===== config.mk =====
export PLATFORM = sky130hd
export DESIGN_NAME = debug_inst_sequencer
export DESIGN_NICKNAME = d
export VERILOG_FILES = /design/src/rtl/debug_inst_sequencer.sv
export SDC_FILE = /design/constraint.sdc
export NUM_CORES = 1
export LEC_CHECK = 0
export ABC_AREA = 1
export CORE_MARGIN = 3
export CORE_UTILIZATION = 45
export CTS_BUF_LIST = sky130_fd_sc_hd__clkbuf_4
export DETAILED_ROUTE_END_ITERATION = 6
export PLACE_DENSITY = 0.76
export SETUP_SLACK_MARGIN = 0.2
export SLEW_MARGIN = 10
export SYNTH_ARGS = -nofsm -noshare
export SYNTH_HDL_FRONTEND = slang
export SYNTH_SLANG_ARGS = --single-unit
export TNS_END_PERCENT = 5

===== constraint.sdc =====
create_clock -name i_clk -period 2.5 [get_ports i_clk]
set_clock_uncertainty 0.2 [all_clocks]
set_input_delay 0.5 -clock i_clk [delete_from_list [all_inputs] [get_ports i_clk]]
set_output_delay 0.5 -clock i_clk [all_outputs]
set_load 0.1 [all_outputs]

===== src/rtl/debug_inst_sequencer.sv =====
// rtl/debug_inst_sequencer.sv - abstract debug command to RV32I instruction stream encoder
module debug_inst_sequencer #(
    parameter logic [11:0] DSCRATCH_CSR = 12'h7B2
) (
    input  logic        i_clk,
    input  logic        i_rst,
    input  logic        i_cmd_valid,
    output logic        o_cmd_ready,
    input  logic [1:0]  i_cmd_type,
    input  logic [2:0]  i_cmd_funct3,
    input  logic [4:0]  i_cmd_ra,
    input  logic [4:0]  i_cmd_rd,
    input  logic [31:0] i_cmd_addr,
    input  logic        i_abort,
    output logic        o_inst_valid,
    input  logic        i_inst_ready,
    output logic [31:0] o_inst,
    output logic        o_inst_last,
    output logic        o_done,
    output logic        o_err
);

    localparam logic [1:0] CMD_REG_RD = 2'b00;
    localparam logic [1:0] CMD_REG_WR = 2'b01;
    localparam logic [1:0] CMD_MEM_RD = 2'b10;
    localparam logic [1:0] CMD_MEM_WR = 2'b11;

    localparam logic [6:0] OP_LUI    = 7'b0110111;
    localparam logic [6:0] OP_LOAD   = 7'b0000011;
    localparam logic [6:0] OP_STORE  = 7'b0100011;
    localparam logic [6:0] OP_SYSTEM = 7'b1110011;
    localparam logic [2:0] F3_CSRRW  = 3'b001;
    localparam logic [2:0] F3_CSRRS  = 3'b010;

    typedef enum logic [1:0] {
        S_IDLE = 2'd0,
        S_EMIT = 2'd1,
        S_DONE = 2'd2
    } state_t;

    state_t      state_q, state_d;
    logic [1:0]  step_q, step_d;
    logic        err_q, err_d;
    logic [1:0]  type_q;
    logic [2:0]  f3_q;
    logic [4:0]  ra_q;
    logic [4:0]  rd_q;
    logic [31:0] addr_q;

    logic        accept;
    logic        cmd_legal;
    logic        xfer;
    logic        is_reg;
    logic        word_last;
    logic [31:0] word;
    logic [19:0] hi;
    logic [11:0] lo;

    assign o_cmd_ready = (state_q == S_IDLE) && !i_rst;
    assign accept      = i_cmd_valid && o_cmd_ready;
    assign xfer        = (state_q == S_EMIT) && i_inst_ready;

    // Legality is judged on the live command fields so rejection costs no EMIT cycle.
    always_comb begin
        cmd_legal = 1'b1;
        case (i_cmd_type)
            CMD_MEM_RD: begin
                if (i_cmd_ra == 5'd0) cmd_legal = 1'b0;
                case (i_cmd_funct3)
                    3'b000, 3'b001, 3'b010, 3'b100, 3'b101: ;
                    default: cmd_legal = 1'b0;
                endcase
            end
            CMD_MEM_WR: begin
                if (i_cmd_ra == 5'd0)        cmd_legal = 1'b0;
                if (i_cmd_ra == i_cmd_rd)    cmd_legal = 1'b0;
                if (i_cmd_funct3 > 3'b010)   cmd_legal = 1'b0;
            end
            default: cmd_legal = 1'b1;
        endcase
    end

    always_comb begin
        state_d = state_q;
        step_d  = step_q;
        err_d   = err_q;
        case (state_q)
            S_IDLE: begin
                if (accept) begin
                    step_d = 2'd0;
                    if (cmd_legal) begin
                        state_d = S_EMIT;
                        err_d   = 1'b0;
                    end else begin
                        state_d = S_DONE;
                        err_d   = 1'b1;
                    end
                end
            end
            S_EMIT: begin
                // Abort takes priority over a simultaneous handshake, even on the last word.
                if (i_abort) begin
                    state_d = S_DONE;
                    err_d   = 1'b1;
                end else if (xfer) begin
                    if (word_last) begin
                        state_d = S_DONE;
                        err_d   = 1'b0;
                    end else begin
                        step_d = step_q + 2'd1;
                    end
                end
            end
            S_DONE: begin
                state_d = S_IDLE;
            end
            default: begin
                state_d = S_IDLE;
                step_d  = 2'd0;
                err_d   = 1'b0;
            end
        endcase
    end

    always_ff @(posedge i_clk) begin
        if (i_rst) begin
            state_q <= S_IDLE;
            step_q  <= 2'd0;
            err_q   <= 1'b0;
            type_q  <= 2'd0;
            f3_q    <= 3'd0;
            ra_q    <= 5'd0;
            rd_q    <= 5'd0;
            addr_q  <= 32'd0;
        end else begin
            state_q <= state_d;
            step_q  <= step_d;
            err_q   <= err_d;
            if (accept) begin
                type_q <= i_cmd_type;
                f3_q   <= i_cmd_funct3;
                ra_q   <= i_cmd_ra;
                rd_q   <= i_cmd_rd;
                addr_q <= i_cmd_addr;
            end
        end
    end

    // The load/store immediate is sign-extended by the core, so round hi up when lo is negative.
    assign hi     = addr_q[31:12] + {19'd0, addr_q[11]};
    assign lo     = addr_q[11:0];
    assign is_reg = (type_q == CMD_REG_RD) || (type_q == CMD_REG_WR);
    assign word_last = is_reg || (step_q == 2'd2);

    always_comb begin
        word = 32'd0;
        case (type_q)
            CMD_REG_RD: word = {DSCRATCH_CSR, rd_q, F3_CSRRW, 5'd0, OP_SYSTEM};
            CMD_REG_WR: word = {DSCRATCH_CSR, 5'd0, F3_CSRRS, rd_q, OP_SYSTEM};
            CMD_MEM_RD: begin
                case (step_q)
                    2'd0:    word = {hi, ra_q, OP_LUI};
                    2'd1:    word = {lo, ra_q, f3_q, rd_q, OP_LOAD};
                    default: word = {DSCRATCH_CSR, rd_q, F3_CSRRW, 5'd0, OP_SYSTEM};
                endcase
            end
            CMD_MEM_WR: begin
                case (step_q)
                    2'd0:    word = {hi, ra_q, OP_LUI};
                    2'd1:    word = {DSCRATCH_CSR, 5'd0, F3_CSRRS, rd_q, OP_SYSTEM};
                    default: word = {lo[11:5], rd_q, ra_q, f3_q, lo[4:0], OP_STORE};
                endcase
            end
            default: word = 32'd0;
        endcase
    end

    assign o_inst_valid = (state_q == S_EMIT);
    assign o_inst       = o_inst_valid ? word : 32'd0;
    assign o_inst_last  = o_inst_valid && word_last;
    assign o_done       = (state_q == S_DONE);
    assign o_err        = (state_q == S_DONE) && err_q;

endmodule


==> results of run 1 <==
-- critical path, delay by kind of cell, from the launching register on --
kind / cells / cell delay (ns)
flip-flops: 1 / 0.39
AND/OR/NAND/NOR: 1 / 0.22
buffers and inverters: 3 / 0.47
adder cells (fa/ha/maj): 1 / 0.20
AO/OA/AOI/OAI: 2 / 0.39
-- sequential cells by signal (all words and copies together) (netlist names) --
register / flops
addr_q: 32
f3_q: 3
ra_q: 5
type_q: 2
rd_q: 5
step_q: 2
state_q: 2
err_q: 1
-- cells in the mapped netlist (2+ instances only) --
master / number / area share (%)
inv_2: 10 / 1.1
nor3_1: 7 / 1.0
inv_1: 62 / 6.8
nand2_1: 88 / 9.6
a211oi_1: 3 / 0.66
clkbuf_1: 9 / 0.99
dfxtp_1: 52 / 30
nand3b_1: 4 / 0.88
a21boi_1: 2 / 0.44
nor3_4: 2 / 0.95
nand4_1: 7 / 1.3
o22ai_1: 5 / 0.91
a31oi_1: 6 / 1.1
o21ai_0: 73 / 11
o21ai_1: 5 / 0.73
nor2_1: 32 / 3.5
nor2_4: 4 / 1.3
nand2_2: 8 / 1.5
nor2_2: 4 / 0.73
buf_2: 9 / 1.3
nand3_1: 24 / 3.5
ha_1: 6 / 2.2
buf_4: 8 / 1.8
o211ai_1: 4 / 0.88
xor2_1: 3 / 0.77
a21oi_1: 81 / 12
-- per-stage QoR --
stage / instances / power (mW) / TNS (ns) / hold WS [ns]
2_1_floorplan: 529 / 1.61 / -0.833 / 0.239
4_1_cts: 731 / 2.40 / -4.47 / 0.280
3_3_place_gp: 721 / 1.97 / 0 / 0.258
5_1_grt: 738 / 2.57 / -7.43 / 0.294
6_report: 738 / 2.46 / -4.97 / 0.280
3_5_place_dp: 721 / 1.99 / 0 / 0.259
-- routing by layer --
layer  track usage [%]  wire length (µm)  vias up
met3              4.26               628       32
li1                  -                 -     1981
met2              49.7              6220      139
met1              34.2              5000     1911
met4              8.91               327        0
met5                 0                 0        -
-- repair_timing --
action                     CTS  global route
hold buffers                 0             0
buffers inserted             3             7
resized for setup           49            21
setup endpoints to repair   29            33
pin swaps                    9            12
-- path summary, 6_finish.rpt --
| check | start | endpoint | slack, ns | depth (start not counted) |
|---|---|---|---|---|
| worst min register to register | f3_q[2] | f3_q[2] | 0.28 | 2 |
| worst min-delay path | f3_q[2] | f3_q[2] | 0.28 | 2 |
| worst max-delay path | step_q[1] | o_inst[12] | -0.27 | 7 |
| worst max register to register | state_q[1] | step_q[0] | 0.65 | 7 |
-- cells by family (layout without fill, tap and decap cells) --
family / count (synthesis) / in the layout / synth area share [%]
adder cells (fa/ha/maj): 6 / 6 / 2.19
AND/OR/NAND/NOR: 183 / 183 / 25.5
buffers and inverters: 98 / 208 / 12.0
other: 1 / 1 / 0.110
XOR/XNOR: 4 / 4 / 1.02
flip-flops: 52 / 52 / 30.4
AO/OA/AOI/OAI: 185 / 185 / 28.8
-- placed cells by master, fill, tap and decap left out, drive strengths merged, types with 2 or more instances in the layout --
| cell type | instances |
|---|---|
| a211oi | 3 |
| a21boi | 2 |
| a21oi | 82 |
| a31oi | 6 |
| buf | 78 |
| clkbuf | 5 |
| clkdlybuf4s50 | 51 |
| clkinv | 2 |
| dfxtp | 52 |
| ha | 6 |
| inv | 72 |
| nand2 | 96 |
| nand3 | 25 |
| nand3b | 4 |
| nand4 | 7 |
| nor2 | 41 |
| nor3 | 10 |
| o211ai | 4 |
| o21ai | 79 |
| o22ai | 6 |
| xor2 | 3 |
-- power by group --
part,internal (mW),switching (mW)
clock network,0.104,0.279
logic,0.429,0.691
registers,0.897,0.0576
total,1.43,1.03
-- area by class of cell --
type / count / area, µm² / share of cell area (%)
well taps: 99 / 124 / 2.24
inverters: 72 / 280 / 5.06
clock inverters: 2 / 12.5 / 0.226
clock buffers: 5 / 37.5 / 0.678
multi-input cells: 379 / 2460 / 44.5
flip-flops and latches: 52 / 1060 / 19.2
repair buffers: 129 / 1560 / 28.2
==> flow_metrics.py, run 1 <==
metrics = {
    "pwr": {
        "ir_drop_uv": 234,
        "leakage_nw": 2.09,
        "power_density_nw_per_um2": 443,
    },
    "cts": {
        "worstSkewPairLatency_ns": 0.38,
        "cts.clk_slew.worst_paths_ns": 0.16,
        "htree_levels": 2,
        "clk_path_buf_depth": 2,
        "cts-buffers-inserted": 5,
        "root_buffer": "clkbuf_4",
        "cts.sinks": 52,
        "cts_tree": "yes",
    },
    "run_status": {
        "status": "finished with violations",
        "violations": "setup timing",
    },
    "global_routing": {
        "grt_pass1_wl_um": 19300,
        "antenna_found_initial": 0,
        "grt_pass1_vias": 3982,
        "grt_max_degree": 63,
        "grt-ovfl-total": 0,
        "grtUsageTotal_pct": 27.9,
    },
    "setup_path": {
        "path_class": "flop to output pin",
        "required_ns": 1.80,
        "path_cells": "inv_4 -> ha_4 -> nor2_4 -> buf_4 -> o21ai_2 -> a211oi_4 -> buf_12",
        "slowest_stage": "dfxtp_2",
        "cp-end-kind": "output pin",
        "cp.arrival_ns": 2.07,
        "crit_fanout": 7,
        "critPathLaunchType": "flop",
        "max_stage_delay_ns": 0.39,
    },
    "yosys": {
        "ys_ff_latch": 52,
        "ys_types": 37,
        "synth_edf_count": 0,
        "synth_area_per_cell_um2": 6.47,
        "synth_fp_nets": 587,
        "synthArstFlopShare_pct": 0,
        "ys_seq_area_share_pct": 30.4,
        "synth_ff_type": "dfxtp_1",
        "synthCells": 529,
        "syn_area_um2": 3420,
        "ys_warn_count": 0,
    },
    "final_layout": {
        "syn_to_final_growth_pct": 61.8,
        "diodes": 0,
        "fill_cells": 546,
        "postLayoutCellArea_um2": 5540,
        "fin_util_pct": 75.6,
        "drive_gt1_share_pct": 31.3,
        "nets": 697,
    },
    "sta": {
        "max_freq_mhz": 361,
        "hold_viol_final": 0,
        "slew_viol_final": 0,
        "finalCritPeriodShare_pct": 111,
        "min_period_ns": 2.77,
        "rsz0062_at_grt": "yes",
        "final-setup-viol-count": 27,
        "worst_slack_ns": -0.274,
    },
    "die": {
        "die_y_um": 93.2,
        "die_area_um2": 8690,
        "rows": 31,
        "die_x_um": 93.2,
        "io_pins": 89,
        "core_um2": 7330,
        "start_util_pct": 46.7,
    },
    "drt": {
        "totalWireLength_um": 12200,
        "drc_errors": 0,
        "wire_per_inst_um": 16.5,
        "drt_iter0_drc": 209,
        "vias": 4063,
        "routed_via_density": 5.51,
        "dr.pass1.iters": 5,
        "antenna_left": 0,
    },
    "place": {
        "gp_congestion": 0.950,
        "io_buffers": 87,
        "dp_slack_ns": 0.0509,
        "dpl.hpwl_um": 9440,
        "placed_area_um2": 5220,
    },
    "worst_hold_path": {
        "min_path_type": "flop to flop",
    },
    "flow_run": {
        "cap_violations": 0,
    },
}
Note: power is estimated with default switching activity, not from simulation.
==> run 2: changes to the inputs <==
--- a/config.mk
+++ b/config.mk
@@ -6,11 +6,14 @@
 export NUM_CORES = 1
 export LEC_CHECK = 0
 export ABC_AREA = 1
+export CELL_PAD_IN_SITES_DETAIL_PLACEMENT = 1
+export CELL_PAD_IN_SITES_GLOBAL_PLACEMENT = 2
 export CORE_MARGIN = 3
-export CORE_UTILIZATION = 45
+export CORE_UTILIZATION = 26
 export CTS_BUF_LIST = sky130_fd_sc_hd__clkbuf_4
 export DETAILED_ROUTE_END_ITERATION = 6
-export PLACE_DENSITY = 0.76
+export PLACE_DENSITY = 0.82
+export RECOVER_POWER = 25
 export SETUP_SLACK_MARGIN = 0.2
 export SLEW_MARGIN = 10
 export SYNTH_ARGS = -nofsm -noshare
==> run 2 against run 1 <==
Against the previous run:
- the run still ends with setup timing left
- maximum frequency down 4.4%
- via count down 1.2%
- worst setup slack worse by 0.13 ns
- sequential share of layout area down 0.43 points
- register-to-register slack worse by 0.52 ns
- largest power group unchanged
- highest routed layer unchanged
==> flow_metrics.py, run 2 (synthesis gave the netlist of run 1 again) <==
metrics = {
    "place": {
        "placed_area_um2": 5380,
        "dpl.hpwl_um": 10800,
        "gp_congestion": 0.896,
        "io_buffers": 87,
    },
    "die": {
        "die_area_um2": 14600,
        "rows": 41,
        "core_um2": 12700,
        "start_util_pct": 26.9,
        "die_x_um": 121,
        "io_pins": 89,
        "die_y_um": 121,
    },
    "setup_path": {
        "worst_path_most_repeated_cell": "buf_6",
        "cp-startpoint": "step_q[0]",
        "required_ns": 1.80,
        "r2r_end": "addr_q[15]",
        "worstReg2RegStart": "state_q[0]",
        "slowest_stage": "dfxtp_2",
        "crit_fanout": 8,
        "cp.arrival_ns": 2.20,
        "max_stage_delay_ns": 0.37,
        "cp-endpoint": "o_inst[16]",
        "ff2ff_path_depth": 6,
        "path_class": "flop to output pin",
        "path_cells": "buf_6 -> ha_4 -> nor2_4 -> clkinvlp_4 -> buf_6 -> buf_6 -> o211ai_1 -> a21oi_4 -> nor2_4 -> buf_12",
        "crit_family": "buffers and inverters",
        "cp.buffers_inverters": 5,
        "cp-end-kind": "output pin",
        "path_depth": 10,
        "critPathLaunchType": "flop",
        "reg2reg_slack_ns": 0.13,
    },
    "cts": {
        "cts.sinks": 52,
        "htree_levels": 2,
        "postCtsHoldBufs": 0,
        "clk_path_buf_depth": 2,
        "cts_tree": "yes",
        "cts.clk_slew.worst_paths_ns": 0.18,
        "root_buffer": "clkbuf_4",
        "worstSkewPairLatency_ns": 0.43,
        "cts-buffers-inserted": 5,
    },
    "global_routing": {
        "grt_pass1_wl_um": 22900,
        "antenna_found_initial": 1,
        "grtUsageTotal_pct": 19.8,
        "grt_max_degree": 54,
        "grt_pass1_vias": 4328,
        "grt-ovfl-total": 0,
    },
    "final_layout": {
        "nets": 704,
        "largest_register_ffs": 32,
        "final_cell_mix": "83 x nand2_1, 66 x a21oi_1, 65 x o21ai_0, 56 x inv_1, 51 x clkdlybuf4s50_1",
        "postLayoutCellArea_um2": 5680,
        "drive_gt1_share_pct": 30.6,
        "largest_registers": "addr_q x32, ra_q x5, rd_q x5",
        "syn_to_final_growth_pct": 66.0,
        "mostFrequentLayoutCell": "nand2_1",
        "top_register": "addr_q",
        "fin_util_pct": 44.7,
    },
    "sta": {
        "slew_headroom_pct": 63.7,
        "worst_slack_ns": -0.402,
        "finalCritPeriodShare_pct": 116,
        "hold_viol_final": 0,
        "max_freq_mhz": 345,
        "setup_tns_ns": -7.92,
        "tightest_slew_ns": 0.539,
        "slew_viol_final": 0,
        "min_period_ns": 2.90,
        "rsz0062_at_grt": "yes",
        "final-setup-viol-count": 27,
    },
    "pwr": {
        "leakage_nw": 2.14,
        "power_density_nw_per_um2": 461,
        "ir_drop_uv": 188,
    },
    "worst_hold_path": {
        "min_from": "addr_q[6]",
        "min_path_type": "flop to flop",
    },
    "drt": {
        "antenna_left": 0,
        "drt_iter0_drc": 136,
        "wire_per_inst_um": 17.1,
        "routed_via_density": 4.90,
        "vias": 4014,
        "dr.pass1.iters": 4,
        "drc_errors": 0,
        "totalWireLength_um": 14000,
    },
    "run_status": {
        "status": "finished with violations",
        "violations": "setup timing",
    },
    "flow_run": {
        "cap_violations": 0,
    },
}
-- run 2: cell type report --
type | instances | area (µm²)
diodes | 1 | 2.50
clock buffers | 6 | 45.0
clock inverters | 2 | 35.0
fillers | 1565 | 7040
inverters | 72 | 279
multi-input cells | 379 | 2430
flip-flops and latches | 52 | 1060
well taps | 172 | 215
repair buffers | 136 | 1610
-- run 2: stage by stage --
stage | setup WS [ns] | std cells | hold WS (ns) | power, mW
2_1_floorplan | -0.0974 | 529 | 0.239 | 1.61
3_3_place_gp | 0.00349 | 801 | 0.255 | 1.99
3_5_place_dp | -0.0490 | 801 | 0.257 | 2.01
4_1_cts | -0.409 | 815 | 0.278 | 2.59
5_1_grt | -0.498 | 820 | 0.296 | 2.76
6_report | -0.402 | 820 | 0.277 | 2.62
-- run 2: worst min path at each step --
stage	slack, ns	cells after the start	endpoint
after detailed placement	0.26	2	addr_q[6]
final	0.28	2	addr_q[6]
after CTS	0.28	2	addr_q[6]
after global placement	0.25	2	f3_q[2]
after floorplan	0.24	2	addr_q[4]
after global routing	0.30	2	f3_q[1]
-- run 2: report_power, final --
part | internal, mW | total (mW) | switching (mW)
registers | 0.897 | 0.953 | 0.0567
clock network | 0.221 | 0.534 | 0.313
logic | 0.433 | 1.13 | 0.701
-- run 2: metal layers --
metal | vias up | part of all wire [%] | GRT usage [%]
li1 | 2005 | - | -
met1 | 1918 | 45 | 25.6
met2 | 68 | 49 | 32.7
met3 | 23 | 3.7 | 3.84
met4 | 0 | 2.4 | 7.01
met5 | - | 0 | 0
-- run 2: worst reg2reg max path, stage by stage, from the launching register on --
cell      delay [ns]
dfxtp_1         0.35
clkbuf_1        0.17
nor3_1          0.46
nand2_2         0.14
clkbuf_4        0.38
o21ai_0         0.46
a21oi_1         0.07
-- run 2: what timing repair did --
item / in CTS / in global routing
pin swaps: 9 / 11
setup endpoints to repair: 30 / 30
gates resized for setup: 35 / 27
setup buffers: 6 / 4
==> patch: new RTL, flow settings as in run 1 <==
Re-encode `state_t` (3 states) as one-hot, 3 bits wide.
--- a/src/rtl/debug_inst_sequencer.sv
+++ b/src/rtl/debug_inst_sequencer.sv
@@ -34,6 +34,6 @@
 
-    typedef enum logic [1:0] {
-        S_IDLE = 2'd0,
-        S_EMIT = 2'd1,
-        S_DONE = 2'd2
+    typedef enum logic [2:0] {
+        S_IDLE = 3'b001,
+        S_EMIT = 3'b010,
+        S_DONE = 3'b100
     } state_t;
Behaviour: no difference found for any inputs over 10 cycles, from zero or initial values and one cycle with i_rst high; not proved beyond that.
==> patch against run 1 <==
Largest power group unchanged. Sequential share of layout area is 0.28 points higher. Clock power is 28% higher. Power is 46% higher. Non-clock buffer count is 14 lower. Worst setup slack worse by 0.011 ns. Sequential cell count is 1 higher. The flow still finishes with violations (setup timing). First-iteration DRC count is 13% lower. Final area is 1.2% higher. Wire length is 3.6% lower. Highest routed layer unchanged. Via count is 0.76% lower. Global-route usage is 1.0 points lower. Hold slack better by 0.0089 ns. Core utilization is 1.3 points higher. Synthesized area is 0.44% lower.
==> patch: results (changes against run 1) <==
qor: pwr.power.share.switching 0.466 [was 0.418]
qor: pwr.clock_power_share 0.137 [was 0.156]
qor: pwr.pg_comb 1.84 mW [was 1.12 mW]
qor: placement.place_inst 727 [was 721]
qor: placement.placed_cell_area 5270 um2 [was 5220 um2]
qor: yosys.seq_area_frac_synth 0.311 [was 0.304]
qor: timing.number_of_endpoints_failing_setup_at_the_final_stage 25 [was 27]
qor: placement.placement.setup.worst_slack 0.0229 ns [was 0.0509 ns]
qor: grt.grt_pass1_vias 3931 [was 3982]
qor: yosys.synthCells 542 [was 529]
qor: setup_path.worstPathArrival 2.09 ns [was 2.07 ns]
qor: floorplan.floorplan.die_area 8650 um2 [was 8690 um2]
qor: pwr.clockNetworkPower 489 uW [was 382 uW]
qor: setup_path.crit_path_end o_inst[28] [was o_inst[12]]
qor: placement.gp_routability_congestion 0.954 [was 0.950]
qor: finish.final_layout_size_suffix_gt1_frac 0.296 [was 0.313]
qor: run_status.status finished with violations [unchanged]
qor: setup_path.r2r-end err_q [was step_q[0]]
qor: setup_path.worstReg2RegStart state_q[2] [was state_q[1]]
qor: run_status.failing_checks setup timing [unchanged]
qor: grt.aggregate_global_route_resource_usage 0.269 [was 0.279]
qor: setup_path.worst-r2r-cell-count 9 [was 7]
qor: setup_path.critical_path.startpoint addr_q[11] [was step_q[1]]
qor: yosys.synth_async_sr_flop_share 0 [unchanged]
qor: grt.grt_start_max_net_pins 51 [was 63]
qor: clocking.cts.reportedPaths.clkPinSlew 0.15 ns
qor: setup_path.max_stage_delay 0.41 ns [was 0.39 ns]
qor: yosys.yosys-top-cells-area dfxtp_1 (31%), nand2_1 (12%), a21oi_1 (9.5%), nand3_1 (7.3%), o21ai_0 (7.0%) [was dfxtp_1 (30%), a21oi_1 (12%), o21ai_0 (11%), nand2_1 (9.6%), inv_1 (6.8%)]
qor: yosys.synth_fp_nets 600 [was 587]
qor: setup_path.crit_slowest_cell dfxtp_4 [was dfxtp_2]
qor: finish.design.final.nets 696 [was 697]
qor: setup_path.critical_path.max_fanout 5 [was 7]
qor: drt.vias 4032 [was 4063]
qor: drt.vias_per_cell 5.46 [was 5.51]
qor: yosys.synth.top_cells.by_count nand2_1 (112), a21oi_1 (65), inv_1 (56) [was nand2_1 (88), a21oi_1 (81), o21ai_0 (73)]
qor: drt.drt-initial-drc-count 182 [was 209]
qor: drt.route.detailed.wl_per_inst 15.9 um [was 16.5 um]
qor: finish.final.fill_count 572 [was 546]
qor: timing.postLayoutSetupSlackWorst -0.285 ns [was -0.274 ns]
qor: pwr.static-leakage-power 2.13 nW [was 2.09 nW]
qor: timing.sum_neg_setup_slack -4.46 ns [was -4.97 ns]
qor: placement.hpwlAfterDp 9240 um [was 9440 um]
qor: setup_path.reg2reg_setup_slack 0.72 ns [was 0.65 ns]
qor: setup_path.crit_path_max_delay_family simple AND/OR/NAND/NOR gates [was buffers and inverters]
qor: grt.grt_pass1_wl 18600 um [was 19300 um]
qor: pwr.vdd_ir_drop_max 0.000493 V [was 0.000234 V]
qor: yosys.synthDistinctLibCells 32 [was 37]
==> patch: changes by cell type in the layout (fill, tap and decap cells not counted), sizes merged, moves of 3 or more <==
cell	before	now
a21oi	82	65
buf	78	64
inv	72	64
nand2	96	118
nand3	25	51
nand3b	4	0
nor2	41	55
nor3	10	6
o21ai	79	69
o22ai	6	3
xor2	3	0
==> patch: worst min-delay path by stage <==
stage / start / end / slack [ns] / depth (start not counted)
3_5_place_dp: addr_q[31] / addr_q[31] / 0.27 / 2
6_report: addr_q[5] / addr_q[5] / 0.29 / 2
4_1_cts: addr_q[7] / addr_q[7] / 0.29 / 2
3_3_place_gp: addr_q[8] / addr_q[8] / 0.25 / 2
2_1_floorplan: f3_q[0] / f3_q[0] / 0.24 / 2
5_1_grt: addr_q[10] / addr_q[10] / 0.31 / 2
==> patch: kinds of logic after synthesis <==
family,count (synthesis),share of synthesized area
AO/OA/AOI/OAI,155,0.245
XOR/XNOR,1,0.00257
adder cells (fa/ha/maj),6,0.0220
buffers and inverters,90,0.108
flip-flops,53,0.311
other,1,0.00110
AND/OR/NAND/NOR,236,0.310
==> patch: routing by layer <==
layer  global-route usage  wire (um)  vias up  part of all wire
met5                    0          0        -                 0
met4               0.0940        316        0             0.027
met3               0.0459        673       25             0.057
met2                0.477       5920      148              0.50
met1                0.327       4830     1868              0.41
li1                     -          -     1991                 -
==> patch: area by class of cell <==
class	count	area (um2)	area share
clock buffers	5	37.5	0.00669
well taps	99	124	0.0221
flip-flops and latches	53	1090	0.194
multi-input cells	399	2560	0.457
inverters	64	260	0.0464
repair buffers	115	1500	0.267
clock inverters	3	41.3	0.00736
==> patch: timing repair <==
action / in CTS / in global routing
setup endpoints to repair: 30 / 30
cloned: 0 / 0
buffers inserted: 3 / 0
gates resized for setup: 53 / 16
pin swaps: 16 / 9
